### config.mk
export PLATFORM = sky130hd
export DESIGN_NAME = mux_nt1_reg
export DESIGN_NICKNAME = d
export VERILOG_FILES = /design/src/rtl/mux_pkg.sv /design/src/rtl/rr_pick.sv /design/src/rtl/mux_nt1_reg.sv
export SDC_FILE = /design/constraint.sdc
export NUM_CORES = 1
export LEC_CHECK = 0
export CAP_MARGIN = 30
export CORE_MARGIN = 4
export CORE_UTILIZATION = 39
export DETAILED_ROUTE_END_ITERATION = 12
export GPL_TIMING_DRIVEN = 0
export PLACE_DENSITY = 0.95
export SLEW_MARGIN = 40
export SYNTH_ARGS = -nofsm -noshare
export SYNTH_HDL_FRONTEND = slang
export SYNTH_SLANG_ARGS = --single-unit
### constraint.sdc
create_clock -name clk -period 6.5 [get_ports clk]
set_clock_uncertainty 0.2 [all_clocks]
set_input_delay 0.65 -clock clk [delete_from_list [all_inputs] [get_ports clk]]
set_output_delay 0.65 -clock clk [all_outputs]
set_load 0.005 [all_outputs]
### src/rtl/mux_pkg.sv
// Shared definitions for the N-to-1 registered selector: mode encodings and
// the select-width derivation used by every file of the block.
package mux_pkg;

  localparam logic MODE_FIXED = 1'b0;
  localparam logic MODE_RR    = 1'b1;

  function automatic int clog2(input int n);
    int r;
    int v;
    r = 0;
    v = n - 1;
    while (v > 0) begin
      r = r + 1;
      v = v >> 1;
    end
    return r;
  endfunction

  // A single channel still needs a one-bit index port.
  function automatic int sel_w(input int n);
    return (clog2(n) < 1) ? 1 : clog2(n);
  endfunction

endpackage

### src/rtl/rr_pick.sv
// Combinational round-robin picker: first requester at or after last+1,
// found by rotating a doubled request vector and priority-encoding the window.
module rr_pick
  import mux_pkg::*;
#(
  parameter int  CHANNELS = 4,
  localparam int SELW     = sel_w(CHANNELS)
) (
  input  logic [CHANNELS-1:0] req,
  input  logic [SELW-1:0]     last,
  output logic [SELW-1:0]     gnt_idx,
  output logic                gnt_any
);

  logic [2*CHANNELS-1:0] w_dbl;
  logic [CHANNELS-1:0]   w_win;
  int                    w_start;
  int                    w_off;

  always_comb begin
    w_start = int'(last) + 1;
    if (w_start >= CHANNELS) w_start = 0;
    w_dbl = {req, req};
    w_win = CHANNELS'(w_dbl >> w_start);
    w_off = 0;
    for (int i = CHANNELS - 1; i >= 0; i--) begin
      if (w_win[i]) w_off = i;
    end
    gnt_any = |req;
    gnt_idx = SELW'((w_start + w_off) % CHANNELS);
  end

endmodule

### src/rtl/mux_nt1_reg.sv
// N-to-1 selector with a single registered output stage and valid/ready on
// every channel; fixed-select or round-robin arbitration.
module mux_nt1_reg
  import mux_pkg::*;
#(
  parameter int  WIDTH    = 32,
  parameter int  CHANNELS = 4,
  localparam int SELW     = sel_w(CHANNELS)
) (
  input  logic                      clk,
  input  logic                      rst,
  input  logic                      mode,
  input  logic [SELW-1:0]           sel,
  input  logic [CHANNELS-1:0]       in_valid,
  input  logic [CHANNELS*WIDTH-1:0] in_data,
  output logic [CHANNELS-1:0]       in_ready,
  output logic                      out_valid,
  output logic [WIDTH-1:0]          out_data,
  output logic [SELW-1:0]           out_ch,
  input  logic                      out_ready
);

  logic             r_vld_p1;
  logic [WIDTH-1:0] r_data_p1;
  logic [SELW-1:0]  r_ch_p1;
  logic [SELW-1:0]  r_last;

  logic [SELW-1:0]     w_rr_idx;
  logic                w_rr_any;
  logic [SELW-1:0]     w_gnt_idx;
  logic                w_gnt_any;
  logic                w_can_load;
  logic                w_xfer;
  logic [CHANNELS-1:0] w_ready;
  logic [WIDTH-1:0]    w_sel_data;

  rr_pick #(.CHANNELS(CHANNELS)) u_rr (
    .req     (in_valid),
    .last    (r_last),
    .gnt_idx (w_rr_idx),
    .gnt_any (w_rr_any)
  );

  // Stage p0: grant selection; an out-of-range fixed select matches no channel
  always_comb begin
    w_gnt_any = 1'b0;
    w_gnt_idx = '0;
    if (mode == MODE_RR) begin
      w_gnt_any = w_rr_any;
      w_gnt_idx = w_rr_idx;
    end else begin
      for (int k = 0; k < CHANNELS; k++) begin
        if (CHANNELS == 1 || int'(sel) == k) begin
          w_gnt_any = in_valid[k];
          w_gnt_idx = SELW'(k);
        end
      end
    end
  end

  assign w_can_load = !r_vld_p1 || out_ready;
  assign w_xfer     = w_gnt_any && w_can_load && !rst;

  always_comb begin
    w_ready    = '0;
    w_sel_data = '0;
    for (int k = 0; k < CHANNELS; k++) begin
      if (int'(w_gnt_idx) == k) begin
        w_ready[k] = w_xfer;
        w_sel_data = in_data[k*WIDTH +: WIDTH];
      end
    end
  end

  // Stage p1: output register; a load and a drain in the same cycle overlap
  always_ff @(posedge clk or posedge rst) begin
    if (rst) begin
      r_vld_p1  <= 1'b0;
      r_data_p1 <= '0;
      r_ch_p1   <= '0;
      r_last    <= SELW'(CHANNELS - 1);
    end else if (w_xfer) begin
      r_vld_p1  <= 1'b1;
      r_data_p1 <= w_sel_data;
      r_ch_p1   <= w_gnt_idx;
      r_last    <= w_gnt_idx;
    end else if (out_ready) begin
      r_vld_p1  <= 1'b0;
    end
  end

  assign in_ready  = w_ready;
  assign out_valid = r_vld_p1;
  assign out_data  = r_data_p1;
  assign out_ch    = r_ch_p1;

endmodule
---- After elaboration in Yosys (flattened, before gate mapping) ----
Index checks and enable logic that the tools add are counted.
Widths: inputs -> output; s select.
word-level totals
  bits in registers ....................... 37
  logic and storage cells ................. 47
  input port bits ......................... 138
  output and inout bits ................... 39
operators by class
  add/sub/neg operators ................... 2
  eq/ne operators ......................... 6
  $lt $le $gt $ge ......................... 1
  muxes and demuxes ....................... 24
  reduce and logical (&&, ||, !) cells .... 9
  shift-type cells ........................ 1
operator list
  kind                 number
  $mux 32              4
  $ge 32x4->1 const B  1
  $mux 2               7
  $mux 1               12
  $eq 2x2->1 const B   4
  $shr 8x3->4          1
  $eq 2x1->1 const B   2
  $logic_not 2->1      2
  $reduce_or 4->1      1
  $add 2x1->3 const B  1
  $mux 3               1
  $add 2x2->2          1
  $logic_and 1x1->1    2
  $logic_not 1->1      2
  $reduce_bool 2->1    1
  $logic_or 1x1->1     1

---- Logic depth before layout (Yosys ltp) ----
  depth after elaboration ................. 15
  mapped depth ............................ 9
  mapped depth without buffers ............ 7

---- Cells and area by module ----
Synthesis repeated with hierarchy kept, for this count alone.
unflattened totals
  cell total of the unflattened synthesis .. 159
  area, all modules ....................... 2461.1 um^2
by module, submodules not included
  module       instances  area an instance (um^2)  sequential area each (um^2)  cells each
  mux_nt1_reg  1          2287.2                   928.4                        132
  rr_pick      1          173.9                    0.0                          27

---- Worst setup path after synthesis ----
OpenSTA, ideal clock, no wires.
  path kind ............................... input -> output
  start ................................... input rst
  end ..................................... output in_ready[3]
  data arrival time ....................... 2583 ps
  setup slack ............................. 3067 ps
  path buffers ............................ 1
  cell stages on the path ................. 6
  cell sequence ........................... inv_1 > o211ai_2 > a21oi_1 > nand4_2 > buf_2 > inv_1
between the ends
  longest elaborated chain between the ends .. 3
ends and longest elaborated chain
  item                              RTL line           source
  from (decl)                       mux_nt1_reg.sv:11  input logic rst,
  $logic_not 1->1 (no source line)  --
  $logic_and 1x1->1                 mux_nt1_reg.sv:62  assign w_xfer = w_gnt_any && w_can_load && !rst;
  $mux 1                            mux_nt1_reg.sv:68  if (int'(w_gnt_idx) == k) begin
  to (decl)                         mux_nt1_reg.sv:16  output logic [CHANNELS-1:0] in_ready,
Every way passes these cells.

---- Worst setup path in the final report ----
Same ends and word-level chain as after synthesis.

==> out/metrics.json <==
{
  "die": {
    "start_util": 0.410,
    "floorplan.io_pins": 177,
    "dieArea_sq_um": 8210,
    "placement_row_count": 29,
    "chipWidth_um": 90.6,
    "die_height_um": 90.6,
    "core-area_sq_um": 6490
  },
  "global_route": {
    "antenna_found_initial": 0,
    "grt_pass1_vias": 3129,
    "global_route_wire_length_before_repair_mm": 15.8,
    "globalRoute.totalOverflow": 0,
    "grt_start_max_net_pins": 22,
    "track_usage": 0.237
  },
  "critical_path": {
    "critPathCaptureType": "primary output",
    "cpLargestDelayFamily": "buffers and inverters",
    "worstPathCellList": "clkdlybuf4s50_1 > inv_2 > buf_16 > o211ai_2 > a21oi_1 > nand4_2 > buf_2 > inv_1 > clkdlybuf4s50_1",
    "reg2reg_depth": 8,
    "rr_endpoint": "out_data[7]",
    "criticalPathCategory": "in -> out",
    "critPathSlowestCell": "sky130_fd_sc_hd__a21oi_1",
    "crit_path_start_kind": "primary input",
    "max_stage_delay_ps": 630,
    "crit_fanout": 21,
    "cp_data_required_time_ps": 5650,
    "reg2reg_setup_slack_ps": 3470,
    "crit-reg2reg-launch": "r_last[0]",
    "cpMostUsedCell": "sky130_fd_sc_hd__clkdlybuf4s50_1",
    "critical_path_arrival_ps": 3630,
    "cp_num_buf_inv": 6
  },
  "logic_synthesis": {
    "synth-edff-count": 0,
    "syn-mean-instance-area_sq_um": 10.9,
    "synth_most_common_cell": "sky130_fd_sc_hd__dfrtp_1",
    "ys_ff_latch": 37,
    "synth_flop_cell": "sky130_fd_sc_hd__dfrtp_1",
    "synth_top_cells_by_count": "sky130_fd_sc_hd__dfrtp_1 (35), sky130_fd_sc_hd__o32ai_1 (30), sky130_fd_sc_hd__mux2_2 (29)",
    "synth_area_leaders": "sky130_fd_sc_hd__dfrtp_1 (33%), sky130_fd_sc_hd__mux2_2 (12%), sky130_fd_sc_hd__o32ai_1 (9.9%), sky130_fd_sc_hd__o32ai_2 (8.6%), sky130_fd_sc_hd__mux2i_1 (7.5%)",
    "syn_nets": 382,
    "syn-instance-count": 243,
    "yosysTopAreaCell": "sky130_fd_sc_hd__dfrtp_1",
    "synthDistinctLibCells": 45,
    "asyncSetResetFlopFracSynth": 1.00,
    "yosys_warnings": 0,
    "seq_area_frac_synth": 0.349,
    "synthDominantCellAreaShare": 0.329,
    "mappedNetlistArea_sq_um": 2660
  },
  "sta": {
    "final_max_slew_viol_count": 0,
    "worst_slew_pin_slew_ps": 784,
    "total_negative_setup_slack_ps": 0,
    "setup_ws_ps": 2020,
    "rsz_0062_raised_after_global_routing": "no",
    "setup_viol_count_final": 0,
    "hold_viol": 0,
    "finalWorstPathRequiredPeriod_ps": 4480,
    "fin_crit_sh": 0.690,
    "max_freq_ghz": 0.223,
    "worst_max_slew_margin_expressed_relative_to_the_limit": 0.477,
    "final.hold.worst_slack_ps": 293
  },
  "layout": {
    "final_nets": 566,
    "antenna_cells": 0,
    "post_route_cells_drive_above_1_share": 0.180,
    "final_design_area_no_fill_sq_um": 4630,
    "syn_to_final_growth_pct": 74.1,
    "finish.cell_count_without_fillers": 504
  },
  "clocking": {
    "cts.repair.resized": 0,
    "cts_clock_pin_slew_for_the_worst_setup_and_hold_paths_ps": 80,
    "worstSkewPairLatency_ps": 280,
    "cts_sink_cnt": 37,
    "cts_root_buf": "sky130_fd_sc_hd__clkbuf_8",
    "tritoncts": "done",
    "cts.htree.levels": 2,
    "post-cts-setup-buffers": 0,
    "cts_hold_buf": 0,
    "cts_buffer_depth": 2,
    "tritoncts.num_buffers": 5
  },
  "placed_design": {
    "buffer_ports.inserted": 176,
    "place_congestion": 0.815,
    "dp_worst_setup_slack_ps": 2010,
    "placedCellCount": 497,
    "detailedPlacementHpwl_mm": 7.94,
    "place_area_sq_um": 4550
  },
  "worst_hold_path": {
    "hold_class": "reg -> reg",
    "holdCritStartpoint": "out_ch[0]",
    "worst_hold_path_cell_count": 1,
    "whs_endpoint": "out_ch[0]"
  },
  "routing": {
    "drc": 0,
    "vias_per_cell": 5.68,
    "antenna_left": 0,
    "drt-initial-drc-count": 102,
    "num_vias": 2862,
    "wl_per_cell_um": 19.6,
    "detail_route.wirelength_mm": 9.89,
    "drt_first_pass_iters": 4
  },
  "power": {
    "power.density_cell_area_nw_per_um2": 255,
    "p_leak_nw": 1.77,
    "worst_ir_drop_vdd_uv": 132
  },
  "job": {
    "drv.max_cap_violation_count": 0
  },
  "outcome": {
    "status": "complete, no violations"
  }
}
cells by family (layout without fill, tap and decap cells):
kind of cell / after synthesis / count (layout) / synth area share
adders and majority gates: 2 / 2 / 0.00894
AOI/OAI and AO/OA: 71 / 71 / 0.268
buffers and inverters: 28 / 212 / 0.0663
DFF: 37 / 37 / 0.349
and+or+nand+nor: 55 / 55 / 0.101
muxes: 50 / 50 / 0.206
worst register-to-register path, delay by kind of cell, from the launching register on:
family | cells | cell delay [ps]
adder cells (fa/ha/maj) | 1 | 310
flip-flops | 1 | 580
AO/OA/AOI/OAI | 3 | 640
multiplexers | 2 | 580
AND/OR/NAND/NOR | 1 | 90
buffers and inverters | 1 | 510
registers in the layout, summed over array words and instances, names as in the netlist:
register,flops
out_valid,1
out_ch,2
out_data,32
r_last,2
layout make-up:
type	instances	area, sq um
multi-input combinational	178	1560
tap	77	96.3
timing repair buffer	177	1790
inverter	7	26.3
sequential	37	928
buffer	21	150
clock buffer	7	86.3
fill	494	1860
placed cells by master, fill, tap and decap left out, types with 2 or more instances in the layout:
cell / n
sky130_fd_sc_hd__mux2_2: 29
sky130_fd_sc_hd__clkbuf_8: 6
sky130_fd_sc_hd__dfstp_2: 2
sky130_fd_sc_hd__a21o_1: 2
sky130_fd_sc_hd__o221ai_1: 2
sky130_fd_sc_hd__buf_2: 5
sky130_fd_sc_hd__dfrtp_1: 35
sky130_fd_sc_hd__nand2_1: 13
sky130_fd_sc_hd__nor3b_1: 2
sky130_fd_sc_hd__o32ai_1: 30
sky130_fd_sc_hd__buf_6: 3
sky130_fd_sc_hd__mux2i_1: 20
sky130_fd_sc_hd__clkdlybuf4s50_1: 176
sky130_fd_sc_hd__o21ai_0: 4
sky130_fd_sc_hd__clkbuf_1: 8
sky130_fd_sc_hd__o21ai_1: 7
sky130_fd_sc_hd__o21a_1: 3
sky130_fd_sc_hd__nor2_1: 28
sky130_fd_sc_hd__o211ai_1: 2
sky130_fd_sc_hd__o32ai_2: 14
sky130_fd_sc_hd__inv_1: 6
sky130_fd_sc_hd__buf_4: 3
report_power, final:
group,internal (mW),switching (mW),total [mW]
Sequential,0.316,0.0502,0.366
Combinational,0.383,0.268,0.651
Clock,0.0843,0.0819,0.166
Total,0.783,0.400,1.18
metal layers:
metal	wire length (um)	GRT usage	share of wire	vias up
met5	0	0	0	-
met4	181	0.0561	0.018	0
met3	906	0.0733	0.092	16
met2	5210	0.446	0.53	140
met1	3590	0.256	0.36	1386
li1	-	-	-	1320
stage by stage:
| step | utilization | total power [mW] |
|---|---|---|
| after global routing | 0.713 | 1.25 |
| after detailed placement | 0.700 | 1.02 |
| after CTS | 0.713 | 1.19 |
| after global placement | 0.696 | 0.995 |
| after floorplan | - | 0.684 |
| final | 0.713 | 1.18 |
worst max-delay path by stage:
stage | cells after the start | endpoint | startpoint | slack [ps]
finish | 9 | in_ready[3] | rst | 2020
floorplan | 6 | in_ready[3] | rst | 3070
detailed placement | 9 | in_ready[3] | rst | 2010
global placement | 8 | in_ready[3] | rst | 1360
CTS | 9 | in_ready[3] | rst | 1970
global route | 9 | in_ready[3] | rst | 1740
Power figures use the tool's default switching activity.
